File: config.mk
export PLATFORM = sky130hd
export DESIGN_NAME = fwd_hazard_ctrl_flat
export DESIGN_NICKNAME = d
export VERILOG_FILES = /design/src/rtl/mips_pipe_pkg.sv /design/src/rtl/fwd_hazard_ctrl_if.sv /design/src/rtl/fwd_sel_calc.sv /design/src/rtl/fwd_hazard_ctrl.sv /design/src/flat_wrapper.sv
export SDC_FILE = /design/constraint.sdc
export NUM_CORES = 1
export LEC_CHECK = 0
export CAP_MARGIN = 0
export CORE_ASPECT_RATIO = 1.25
export CORE_MARGIN = 3
export CORE_UTILIZATION = 45
export DETAILED_ROUTE_END_ITERATION = 10
export PLACE_DENSITY = 0.73
export SYNTH_ARGS = -nofsm -noshare
export SYNTH_HDL_FRONTEND = slang
export SYNTH_HIERARCHICAL = 1
export SYNTH_SLANG_ARGS = --single-unit
File: constraint.sdc
create_clock -name clk -period 3.2 [get_ports clk]
set_input_delay 0.96 -clock clk [delete_from_list [all_inputs] [get_ports clk]]
set_output_delay 0.96 -clock clk [all_outputs]
set_load 0.05 [all_outputs]
File: src/rtl/mips_pipe_pkg.sv
// Shared types and encodings for the MIPS pipeline forwarding/hazard slice.
// Holds forward-select codes, register address width and the stage shadow type.
package mips_pipe_pkg;

  localparam int REG_AW = 5;

  localparam logic [1:0] FWD_IDEX  = 2'b00;
  localparam logic [1:0] FWD_WB    = 2'b01;
  localparam logic [1:0] FWD_EXMEM = 2'b10;

  typedef logic [REG_AW-1:0] reg_t;

  typedef struct packed {
    logic valid;
    reg_t rd;
    logic regwrite;
    logic memread;
  } stage_dst_t;

endpackage

File: src/rtl/fwd_hazard_ctrl_if.sv
// ID-side request and control-response bundle of the forwarding/hazard unit.
// slave: controller side (id_*, flush, mem_stall in; selects, enables, count out).
interface fwd_hazard_ctrl_if
  import mips_pipe_pkg::*;
#(
  parameter int CNT_W = 16
);

  logic             id_valid;
  reg_t             id_rs;
  reg_t             id_rt;
  logic             id_use_rs;
  logic             id_use_rt;
  reg_t             id_rd;
  logic             id_regwrite;
  logic             id_memread;
  logic             flush;
  logic             mem_stall;
  logic [1:0]       fwd_op1;
  logic [1:0]       fwd_op2;
  logic             pc_write_en;
  logic             if_id_write_en;
  logic             id_ex_bubble;
  logic [CNT_W-1:0] stall_cnt;

  modport master (
    output id_valid, id_rs, id_rt,
    output id_use_rs, id_use_rt,
    output id_rd, id_regwrite, id_memread,
    output flush, mem_stall,
    input  fwd_op1, fwd_op2,
    input  pc_write_en, if_id_write_en,
    input  id_ex_bubble, stall_cnt
  );

  modport slave (
    input  id_valid, id_rs, id_rt,
    input  id_use_rs, id_use_rt,
    input  id_rd, id_regwrite, id_memread,
    input  flush, mem_stall,
    output fwd_op1, fwd_op2,
    output pc_write_en, if_id_write_en,
    output id_ex_bubble, stall_cnt
  );

endinterface

File: src/rtl/fwd_sel_calc.sv
// Forward select for one ID operand against the EXE and MEM shadows.
// Ports: used/id_x operand, ex shadow, mem shadow fields; sel is the 2-bit select.
module fwd_sel_calc
  import mips_pipe_pkg::*;
(
  input  logic       used,
  input  reg_t       id_x,
  input  stage_dst_t ex,
  input  logic       mem_valid,
  input  reg_t       mem_rd,
  input  logic       mem_regwrite,
  output logic [1:0] sel
);

  logic ex_hit;
  logic mem_hit;

  // A load in EXE has no result yet; that case is a load-use stall.
  assign ex_hit = used & ex.valid
                & ex.regwrite & ~ex.memread
                & (ex.rd != '0)
                & (ex.rd == id_x);

  assign mem_hit = used & mem_valid
                 & mem_regwrite
                 & (mem_rd != '0)
                 & (mem_rd == id_x);

  // Newer EXE result wins over older MEM result.
  always_comb begin
    sel = FWD_IDEX;
    unique case (1'b1)
      ex_hit:            sel = FWD_EXMEM;
      mem_hit & ~ex_hit: sel = FWD_WB;
      default:           sel = FWD_IDEX;
    endcase
  end

endmodule

File: src/rtl/fwd_hazard_ctrl.sv
// Forwarding and load-use hazard controller with EXE/MEM shadow registers.
// Ports: clk, rst (sync, active high), bus (slave side of fwd_hazard_ctrl_if).
module fwd_hazard_ctrl
  import mips_pipe_pkg::*;
#(
  parameter int CNT_W = 16
)(
  input logic              clk,
  input logic              rst,
  fwd_hazard_ctrl_if.slave bus
);

  stage_dst_t       ex;
  logic             mem_valid;
  reg_t             mem_rd;
  logic             mem_regwrite;
  logic [1:0]       op1_q;
  logic [1:0]       op2_q;
  logic [CNT_W-1:0] cnt_q;

  logic       load_use;
  logic       stall;
  logic       bubble;
  logic [1:0] op1_nxt;
  logic [1:0] op2_nxt;

  assign load_use = bus.id_valid & ex.valid
                  & ex.memread & ex.regwrite
                  & (ex.rd != '0)
                  & ((bus.id_use_rs & (bus.id_rs == ex.rd))
                   | (bus.id_use_rt & (bus.id_rt == ex.rd)));

  // A taken branch squashes the consumer, so no stall is needed.
  assign stall  = load_use & ~bus.flush;
  assign bubble = (load_use | bus.flush | ~bus.id_valid)
                & ~bus.mem_stall;

  assign bus.pc_write_en    = ~stall & ~bus.mem_stall;
  assign bus.if_id_write_en = ~stall & ~bus.mem_stall;
  assign bus.id_ex_bubble   = bubble;
  assign bus.fwd_op1        = op1_q;
  assign bus.fwd_op2        = op2_q;
  assign bus.stall_cnt      = cnt_q;

  fwd_sel_calc u_sel_rs (
    .used         (bus.id_use_rs),
    .id_x         (bus.id_rs),
    .ex           (ex),
    .mem_valid    (mem_valid),
    .mem_rd       (mem_rd),
    .mem_regwrite (mem_regwrite),
    .sel          (op1_nxt)
  );

  fwd_sel_calc u_sel_rt (
    .used         (bus.id_use_rt),
    .id_x         (bus.id_rt),
    .ex           (ex),
    .mem_valid    (mem_valid),
    .mem_rd       (mem_rd),
    .mem_regwrite (mem_regwrite),
    .sel          (op2_nxt)
  );

  always_ff @(posedge clk) begin
    if (rst) begin
      ex           <= '0;
      mem_valid    <= 1'b0;
      mem_rd       <= '0;
      mem_regwrite <= 1'b0;
      op1_q        <= FWD_IDEX;
      op2_q        <= FWD_IDEX;
      cnt_q        <= '0;
    end else if (!bus.mem_stall) begin
      mem_valid    <= ex.valid;
      mem_rd       <= ex.rd;
      mem_regwrite <= ex.regwrite;
      if (bubble) begin
        ex    <= '0;
        op1_q <= FWD_IDEX;
        op2_q <= FWD_IDEX;
      end else begin
        ex.valid    <= 1'b1;
        ex.rd       <= bus.id_rd;
        ex.regwrite <= bus.id_regwrite;
        ex.memread  <= bus.id_memread;
        op1_q       <= op1_nxt;
        op2_q       <= op2_nxt;
      end
      if (stall && cnt_q != '1)
        cnt_q <= cnt_q + 1'b1;
    end
  end

endmodule

File: src/flat_wrapper.sv
// flat-port wrapper written by rule: the top's interface ports become plain ports
module fwd_hazard_ctrl_flat import mips_pipe_pkg::*;
#(
  parameter int CNT_W = 16
)
  (clk, rst, bus_id_valid, bus_id_rs, bus_id_rt, bus_id_use_rs, bus_id_use_rt, bus_id_rd, bus_id_regwrite, bus_id_memread, bus_flush, bus_mem_stall, bus_fwd_op1, bus_fwd_op2, bus_pc_write_en, bus_if_id_write_en, bus_id_ex_bubble, bus_stall_cnt);
  fwd_hazard_ctrl_if #(.CNT_W(CNT_W)) bus_i ();
  input logic clk;
  input logic rst;
  input wire logic [$bits(bus_i.id_valid)-1:0] bus_id_valid;
  input wire logic [$bits(bus_i.id_rs)-1:0] bus_id_rs;
  input wire logic [$bits(bus_i.id_rt)-1:0] bus_id_rt;
  input wire logic [$bits(bus_i.id_use_rs)-1:0] bus_id_use_rs;
  input wire logic [$bits(bus_i.id_use_rt)-1:0] bus_id_use_rt;
  input wire logic [$bits(bus_i.id_rd)-1:0] bus_id_rd;
  input wire logic [$bits(bus_i.id_regwrite)-1:0] bus_id_regwrite;
  input wire logic [$bits(bus_i.id_memread)-1:0] bus_id_memread;
  input wire logic [$bits(bus_i.flush)-1:0] bus_flush;
  input wire logic [$bits(bus_i.mem_stall)-1:0] bus_mem_stall;
  output wire logic [$bits(bus_i.fwd_op1)-1:0] bus_fwd_op1;
  output wire logic [$bits(bus_i.fwd_op2)-1:0] bus_fwd_op2;
  output wire logic [$bits(bus_i.pc_write_en)-1:0] bus_pc_write_en;
  output wire logic [$bits(bus_i.if_id_write_en)-1:0] bus_if_id_write_en;
  output wire logic [$bits(bus_i.id_ex_bubble)-1:0] bus_id_ex_bubble;
  output wire logic [$bits(bus_i.stall_cnt)-1:0] bus_stall_cnt;
  assign bus_i.id_valid = bus_id_valid;
  assign bus_i.id_rs = bus_id_rs;
  assign bus_i.id_rt = bus_id_rt;
  assign bus_i.id_use_rs = bus_id_use_rs;
  assign bus_i.id_use_rt = bus_id_use_rt;
  assign bus_i.id_rd = bus_id_rd;
  assign bus_i.id_regwrite = bus_id_regwrite;
  assign bus_i.id_memread = bus_id_memread;
  assign bus_i.flush = bus_flush;
  assign bus_i.mem_stall = bus_mem_stall;
  assign bus_fwd_op1 = bus_i.fwd_op1;
  assign bus_fwd_op2 = bus_i.fwd_op2;
  assign bus_pc_write_en = bus_i.pc_write_en;
  assign bus_if_id_write_en = bus_i.if_id_write_en;
  assign bus_id_ex_bubble = bus_i.id_ex_bubble;
  assign bus_stall_cnt = bus_i.stall_cnt;
  fwd_hazard_ctrl #(.CNT_W(CNT_W)) u_core (.clk(clk), .rst(rst), .bus(bus_i));
endmodule
==> results.yml <==
final_layout:
  antenna_cells: 0
  final_cell_area_mm2: 0.00292
  fin_util_pct: 68.5
  final_nets: 312
  final_cell_mix: "35 x dfxtp_1, 31 x clkdlybuf4s50_1, 22 x buf_4"
  final_common_cell: "dfxtp_1"
  drive_above_1_share_pct: 22.9
  area_growth_pct: 41.5
setup_path:
  worstPathArrival_ns: 2.22
  criticalPathCategory: "input port to primary output"
  worst-endpoint-required_ns: 2.24
  endpoint_kind: "primary output"
  crit_fanout: 3
  crit_path_start_kind: "input port"
  ff2ff_setup_slack_ns: 0.66
placed_design:
  portBuffers: 46
  gp_congestion: 0.879
  dp_hpwl_um: 3890
  placed_area_mm2: 0.00272
  dp_slack_ns: -0.534
outcome:
  status: "complete, no violations"
route:
  wl_um: 5330
  drc_errors: 0
  antenna_left: 0
  vias_per_cell: 5.70
  vias: 1962
  firstDrtPassIters: 5
  wl_per_cell_um: 15.5
  drt_iter0_drc: 213
logic_synthesis:
  yosys_register_bits: 35
  synthFlopType: "dfxtp_1"
  postSynth.asyncResetShare_pct: 0
  synth_top_area_cell: "dfxtp_1"
  synth.top_cell.area_share_pct: 33.9
  synth_cell_types: 47
  ys_warn_count: 6
  synth_top_cells_by_area: "dfxtp_1 34%, xnor2_1 8.5%, a22o_1 4.7%, nand4_1 4.2%, xor2_1 4.2%"
  synth_area_mm2: 0.00206
  synth_edf_count: 0
  syn_inst: 225
  synth.net_count: 250
  yosysSeqAreaShare_pct: 33.9
  syn_area_per_cell_um2: 9.18
clock_network:
  tritoncts: "yes"
  clkTransAtPathRegs_ns: 0.07
  numCtsBuffers: 5
  clk_path_buf_depth: 2
  h-tree-depth: 2
  holdBufCountCts: 0
  cts.sinks: 35
  insertion_delay_ns: 0.29
  cts-root-buf: "clkbuf_8"
global_route:
  grt.total_usage_pct: 20.9
  overflow: 0
  grt_pass1_vias: 1913
  antenna_found_initial: 0
  grt_pass1_wl_um: 8740
  grt_max_degree: 32
power:
  internal_power_w: 0.000666
  power_leakage_nw: 1.06
  pwr-share-clk_pct: 36.2
  power_frac_seq_pct: 48.6
  p_sw_share_pct: 27.7
  switchingPower_w: 0.000255
  ir_worst_vdd_v: 0.000266
  power.share.combinational_pct: 15.1
  powerDensity_mw_per_mm2: 315
floorplanning:
  initial_core_util_pct: 48.4
  die_w_um: 66.6
  die_y_um: 81.7
  coreArea_mm2: 0.00426
  die-area_mm2: 0.00544
  io_pins: 47
  row_count: 26
sta:
  tightest_slew_ns: 0.923
  max_slew_margin_pct: 38.0
  whs_ns: 0.486
  finalHoldViolations: 0
  min_period_ns: 3.18
  finalMaxSlewViolations: 0
  fin_skew_ns: 0.00493
  rsz0062_at_grt: "yes"
  tns_ns: 0
  finalSetupViolations: 0
  setup_ws_ns: 0.0215
  period_share_pct: 99.3
  clock.fmax_mhz: 315
job:
  drv_cap: 0
hold_path:
  hp-class: "flop to flop"
-- registers in the layout, indices dropped and copies added, names as in the netlist --
name,cells
u_core/ex,8
u_core/mem_rd,5
u_core/bus.stall_cnt,16
u_core/bus.fwd_op1,2
u_core/mem_regwrite,1
u_core/bus.fwd_op2,2
u_core/mem_valid,1
-- per-layer routing --
layer	track usage [%]	routed length, µm	share of wire [%]	vias to the layer above
met5	0	0	0	-
met4	8.13	78	1.5	0
met3	4.38	243	4.6	6
met2	35.5	2640	50	59
met1	25.7	2360	44	928
li1	-	-	-	969
-- layout make-up --
class / count / area [µm²]
Clock buffer: 5 / 68.8
Inverter: 2 / 7.51
Sequential cell: 35 / 701
Multi-Input combinational cell: 175 / 1430
Timing Repair Buffer: 68 / 622
Clock inverter: 3 / 23.8
Tap cell: 56 / 70.1
Fill cell: 382 / 1340
-- cell usage after synthesis (3+ instances only) --
cell       n
dfxtp_1   35
nor2_1    21
xnor2_1   20
nand4_1   14
a22o_1    11
xor2_1    10
a21oi_1    9
nor3_1     9
nor2b_1    8
or4_1      8
mux2i_1    7
o31ai_1    7
clkbuf_1   5
nand3_1    5
mux2_1     4
or3_1      4
and3_1     3
buf_2      3
buf_6      3
o21ai_0    3
-- through the flow --
step	power (W)	std cells
after floorplan	0.000519	225
after global placement	0.000584	334
after detailed placement	0.000586	334
after CTS	0.000923	343
after global routing	0.000951	344
final	0.000921	344
-- logic make-up after synthesis --
kind of cell	after synthesis	share of synthesized area (%)
and+or+nand+nor	87	24.8
AOI/OAI and AO/OA	44	17.1
DFF	35	33.9
xor gates and xnor gates	30	12.7
buffers and inverters	15	4.18
muxes	13	6.67
adders and majority gates	1	0.606
-- power by group through the flow --
stage | sequential, W | clock [W] | combinational [W]
2_1_floorplan | 0.000454 | 0 | 0.0000649
3_3_place_gp | 0.000457 | 0 | 0.000127
3_5_place_dp | 0.000457 | 0 | 0.000129
4_1_cts | 0.000447 | 0.000339 | 0.000136
5_1_grt | 0.000448 | 0.000353 | 0.000150
6_report | 0.000447 | 0.000334 | 0.000139
-- worst max-delay path, cell delays in order --
cell	delay (ns)
buf_6	0.10
xor2_2	0.15
nor4_4	0.36
a32oi_4	0.17
nand2b_4	0.17
a31oi_4	0.15
buf_12	0.16
-- what timing repair did --
| action | in CTS | in global routing |
|---|---|---|
| endpoints found under the setup margin | 3 | 3 |
| buffers inserted | 1 | 1 |
| gates cloned | 0 | 0 |
| pin swaps | 6 | 3 |
| resized for setup | 53 | 6 |
-- worst paths after layout --
| kind | to | start | cells past startpoint |
|---|---|---|---|
| min reg2reg | u_core/bus.fwd_op2[0]$_SDFFE_PP0N_ | u_core/bus.fwd_op2[0]$_SDFFE_PP0N_ | 1 |
| min | u_core/bus.fwd_op2[0]$_SDFFE_PP0N_ | u_core/bus.fwd_op2[0]$_SDFFE_PP0N_ | 1 |
| max | bus_id_ex_bubble | bus_id_rs[1] | 7 |
| max reg2reg | u_core/bus.fwd_op1[0]$_SDFFE_PP0N_ | u_core/ex[3]$_SDFFE_PP0N_ | 7 |
No activity file was read; power rests on OpenSTA's default activity.
==> edit 1, RTL diff (same flow settings) <==
`CNT_W` is set to 16 in 3 places; all go to 32.
--- a/src/rtl/fwd_hazard_ctrl_if.sv
+++ b/src/rtl/fwd_hazard_ctrl_if.sv
@@ -3,7 +3,7 @@
 interface fwd_hazard_ctrl_if
   import mips_pipe_pkg::*;
 #(
-  parameter int CNT_W = 16
+  parameter int CNT_W = 32
 );
 
   logic             id_valid;
--- a/src/rtl/fwd_hazard_ctrl.sv
+++ b/src/rtl/fwd_hazard_ctrl.sv
@@ -3,7 +3,7 @@
 module fwd_hazard_ctrl
   import mips_pipe_pkg::*;
 #(
-  parameter int CNT_W = 16
+  parameter int CNT_W = 32
 )(
   input logic              clk,
   input logic              rst,
--- a/src/flat_wrapper.sv
+++ b/src/flat_wrapper.sv
@@ -1,7 +1,7 @@
 // flat-port wrapper written by rule: the top's interface ports become plain ports
 module fwd_hazard_ctrl_flat import mips_pipe_pkg::*;
 #(
-  parameter int CNT_W = 16
+  parameter int CNT_W = 32
 )
   (clk, rst, bus_id_valid, bus_id_rs, bus_id_rt, bus_id_use_rs, bus_id_use_rt, bus_id_rd, bus_id_regwrite, bus_id_memread, bus_flush, bus_mem_stall, bus_fwd_op1, bus_fwd_op2, bus_pc_write_en, bus_if_id_write_en, bus_id_ex_bubble, bus_stall_cnt);
   fwd_hazard_ctrl_if #(.CNT_W(CNT_W)) bus_i ();
Ports: changed (resized bus_stall_cnt); port bits go from 47 to 63. The function was not compared with the original's and may differ.
==> edit 1 against the original RTL <==
Synthesized area is 29% higher. Worst setup slack got worse by 0.0063 ns. First-iteration DRC count down 16%. Cell area increased by 27%. Core utilization shrank 2.2 points. Hold slack improved by 0.0015 ns. Critical path depth is 1 lower. Highest routed layer unchanged. Count of clock-buffer cells in the layout stayed put. Sequential power is 44% higher. Routed wire length up 30%. Power grew 41%. Sequential cell count up 16. Clock power grew 58%.
==> edit 1: results <==
[status]
run_status = "complete, no violations"

[clock_tree]
clk_root_buffer_cell = "sky130_fd_sc_hd__clkbuf_8"
cts.clk_slew.worst_paths_ns = 0.09
post_cts_resized = 13
ctsLongestPathBuffers = 2
clock_insertion_delay_worst_skew_ns = 0.31

[placement]
io_buffer_count = 62
gp_congestion = 0.894
place.detailed.instances = 449
placed_cell_area_sq_um = 3540
placement.setup.worst_slack_ns = -0.221
dp.final_hpwl_mm = 5.16

[global_route]
grt_util_met2 = 0.356
vias_in_the_first_global_route = 2473
total_global_routing_track_utilization = 0.200
global_route.usage.met3 = 0.0340
grtUsageMet1 = 0.235
grt_start_max_net_pins = 41
grt_pass1_wl_mm = 11.2

[timing]
timing.final.crit_share = 0.995
fin_hold_ws_ns = 0.488
max-slew-margin-rel = 0.438
clock_skew_ns = 0.0112

[min_path]
hp_start = "u_core/bus.fwd_op2[1]"
end_point_of_the_most_critical_hold_path = "u_core/bus.fwd_op2[1]"

[detailed_routing]
avgViaCountPerCell = 5.82
wl_met1_mm = 2.95
wl_mm = 6.91
avgRoutedWirePerCell_um = 15.1
met2_wirelength_mm = 3.57
wl_met3_um = 278
drt_pre_antenna_iters = 4

[power_and_ir_drop]
combinationalPower_mw = 0.130
vdd_ir_drop_max_uv = 258
p_seq_frac = 0.494
netSwitchingPower_mw = 0.284
power.static_leakage_nw = 1.24
p_sw_frac = 0.218

[worst_setup_path]
cpMaxStageDelayCell = "sky130_fd_sc_hd__clkdlybuf4s50_1"
worstReg2RegEnd = "u_core/bus.stall_cnt[30]"
crit_start = "bus_id_use_rs"
critical-path-top-delay-family = "buffers and inverters"
worst-r2r-setup-slack_ns = 0.64
crit_fanout = 2
depth_of_the_worst_register_to_register_path = 8
r2r-start = "u_core/ex[4]"
worst_path_largest_cell_delay_ns = 0.48

[yosys]
gate_count_of_the_mapped_netlist = 308
yosys.cell_types.count = 42
register_area_share_after_synthesis = 0.383
synth_area_leaders = "sky130_fd_sc_hd__dfxtp_1, sky130_fd_sc_hd__xnor2_1, sky130_fd_sc_hd__a21oi_1, sky130_fd_sc_hd__or3_1, sky130_fd_sc_hd__nand4_1"
syn-num-nets = 333

[layout]
largest_reg_flops = 32
n_fill_cell = 494
finish.net_count = 418
## edit 1: changes by cell type in the layout (fill, tap and decap cells not counted), sizes merged, moves of 7 or more
cell and delta:
a21oi +19, clkdlybuf4s50 +17, dfxtp +16, dlygate4sd2 +7, nand2 +15, nand3 +7, o21ai +16, or3 +17
xnor2 +9
## edit 1: area by class of cell
class,count,area (sq um),area share
Clock buffer,5,68.8,0.0186
Sequential cell,51,1020,0.275
Tap cell,64,80.1,0.0216
Multi-Input combinational cell,237,1600,0.430
Timing Repair Buffer,93,856,0.231
Clock inverter,3,67.6,0.0182
Inverter,5,18.8,0.00506
## edit 1: kinds of logic (layout without fill, tap and decap cells)
logic type	after synthesis	count (layout)	synth area share
and+or+nand+nor	119	119	0.253
AOI/OAI and AO/OA	75	75	0.183
DFF	51	51	0.383
xor gates and xnor gates	33	33	0.108
buffers and inverters	20	106	0.0342
adders and majority gates	1	1	0.00469
muxes	9	9	0.0342
==> edit 2, RTL diff (same flow settings) <==
Made on the original files. Reset style: asynchronous (`rst`), changed in one clocked block.
--- a/src/rtl/fwd_hazard_ctrl.sv
+++ b/src/rtl/fwd_hazard_ctrl.sv
@@ -62,7 +62,7 @@
     .sel          (op2_nxt)
   );
 
-  always_ff @(posedge clk) begin
+  always_ff @(posedge clk or posedge rst) begin
     if (rst) begin
       ex           <= '0;
       mem_valid    <= 1'b0;
Formal check against the unedited RTL: differs if rst is asserted again (counterexample within 4 cycles, from zero or initial values and one cycle with rst high); with rst held inactive, the same outputs for 10 cycles.
==> edit 2 against the original RTL <==
Die area up 1.7%. Cell area down 1.7%. Register-to-register slack better by 0.37 ns. Power up 5.0%. Sequential cell count unchanged. Maximum frequency up 1.1%. Synthesized cell count down 16%. Routed wire length down 4.2%. Worst setup slack better by 0.034 ns. Synthesized area up 1.9%. First-iteration DRC count down 79%. Largest power group unchanged.
==> edit 2: results <==
[status]
run_status = "complete, no violations"

[layout]
num-nonclk-buffers = 67
non_clock_inverter_count = 3
drive_gt1_frac = 0.237
clockBufferCount = 6
n_fill_cell = 398
multi_input_area_sq_um = 1200
area_growth_pct = 36.5
buf_share = 0.218
area.sequential_sq_um = 876
multi_input_comb_cells = 145
clkCellAreaFrac = 0.0305
finish.net_count = 282

[power_and_ir_drop]
p_seq_frac = 0.495
power.static_leakage_nw = 1.19
share_comb_of_total_power = 0.174
vdd_ir_drop_max_uv = 275
netSwitchingPower_mw = 0.254

[yosys]
post_synth_most_frequent_cells = "sky130_fd_sc_hd__xnor2_1, sky130_fd_sc_hd__dfrtp_1, sky130_fd_sc_hd__nand4_1, sky130_fd_sc_hd__nor2_1, sky130_fd_sc_hd__a22o_1"
yosys.cell_types.count = 32
synth_area_leaders = "sky130_fd_sc_hd__dfrtp_1, sky130_fd_sc_hd__xnor2_1, sky130_fd_sc_hd__nand4_2, sky130_fd_sc_hd__a22o_1, sky130_fd_sc_hd__nand4_1"
synthMostInstantiatedCell = "sky130_fd_sc_hd__xnor2_1"
register_area_share_after_synthesis = 0.416
postSynth.asyncResetShare = 1.00
syn-num-nets = 215
ys_dominant_reg_cell = "sky130_fd_sc_hd__dfrtp_1"

[global_route]
grt_pass1_wl_mm = 8.58
vias_in_the_first_global_route = 1813
grt_start_max_net_pins = 36
grt_util_met2 = 0.358
grtUsageMet1 = 0.244
global_route.usage.met3 = 0.0487

[worst_setup_path]
worst-r2r-setup-slack_ns = 1.03
depth_of_the_worst_register_to_register_path = 7
critical-path-top-delay-family = "buffers and inverters"
worstReg2RegEnd = "u_core/ex[3]"
cp-endpoint = "bus_id_ex_bubble"
crit_start = "bus_id_rs[3]"
critPathArrivalTime_ns = 2.18
crit_fanout = 2
worst_path_largest_cell_delay_ns = 0.26
r2r-start = "u_core/ex[6]"
cpMaxStageDelayCell = "sky130_fd_sc_hd__dlygate4sd2_1"

[placement]
gp_congestion = 0.894
placed_cell_area_sq_um = 2780
dp.final_hpwl_mm = 3.70

[timing]
clock_skew_ns = 0.00289
max-slew-margin-rel = 0.621
fin_hold_ws_ns = 0.488

[floorplanning]
std_cell_rows = 27

[clock_tree]
clk_root_buffer_cell = "sky130_fd_sc_hd__clkbuf_8"
cts_setup_buffers = 0
post_cts_resized = 14

[min_path]
end_point_of_the_most_critical_hold_path = "u_core/bus.stall_cnt[5]"
hp_start = "u_core/bus.stall_cnt[5]"

[detailed_routing]
drt_pre_antenna_iters = 4
initialDrtViolationCount = 44
wl_mm = 5.10
num_vias = 1721
-- edit 2: changes by cell type in the layout (fill, tap and decap cells not counted), moves of 5 or more --
| cell | delta |
|---|---|
| sky130_fd_sc_hd__o31ai_1 | -7 |
| sky130_fd_sc_hd__nand4_2 | +8 |
| sky130_fd_sc_hd__mux2i_1 | -7 |
| sky130_fd_sc_hd__dfrtp_1 | +35 |
| sky130_fd_sc_hd__nor2b_1 | -8 |
| sky130_fd_sc_hd__mux2_2 | +5 |
| sky130_fd_sc_hd__a21oi_1 | -9 |
| sky130_fd_sc_hd__nor2_1 | -6 |
| sky130_fd_sc_hd__nand2_1 | +5 |
| sky130_fd_sc_hd__dfxtp_1 | -35 |
| sky130_fd_sc_hd__xnor2_1 | +24 |
| sky130_fd_sc_hd__or4_1 | -8 |
-- edit 2: cells by family (layout without fill, tap and decap cells) --
logic type,count (synthesis),in the layout,synth area share
simple gates,69,69,0.213
xor+xnor,45,45,0.187
compound gates,22,22,0.105
buf+inv,10,77,0.0291
fa+ha+maj,1,1,0.00595
flops,35,35,0.416
mux,8,8,0.0428
-- edit 2: through the flow --
| step | setup slack (ns) | setup TNS [ns] | total power [mW] | std cells |
|---|---|---|---|---|
| 2_1_floorplan | 0.00591 | 0 | 0.579 | 190 |
| 3_3_place_gp | -0.253 | -0.650 | 0.654 | 308 |
| 3_5_place_dp | -0.268 | -0.695 | 0.657 | 308 |
| 4_1_cts | 0.00870 | 0 | 0.978 | 315 |
| 5_1_grt | 0.00651 | 0 | 1.01 | 315 |
| 6_report | 0.0559 | 0 | 0.967 | 315 |
-- edit 2: per-layer routing --
layer	wire (um)	vias up
met3	267	11
met2	2600	53
met4	102	0
met1	2130	828
met5	0	-
li1	-	829
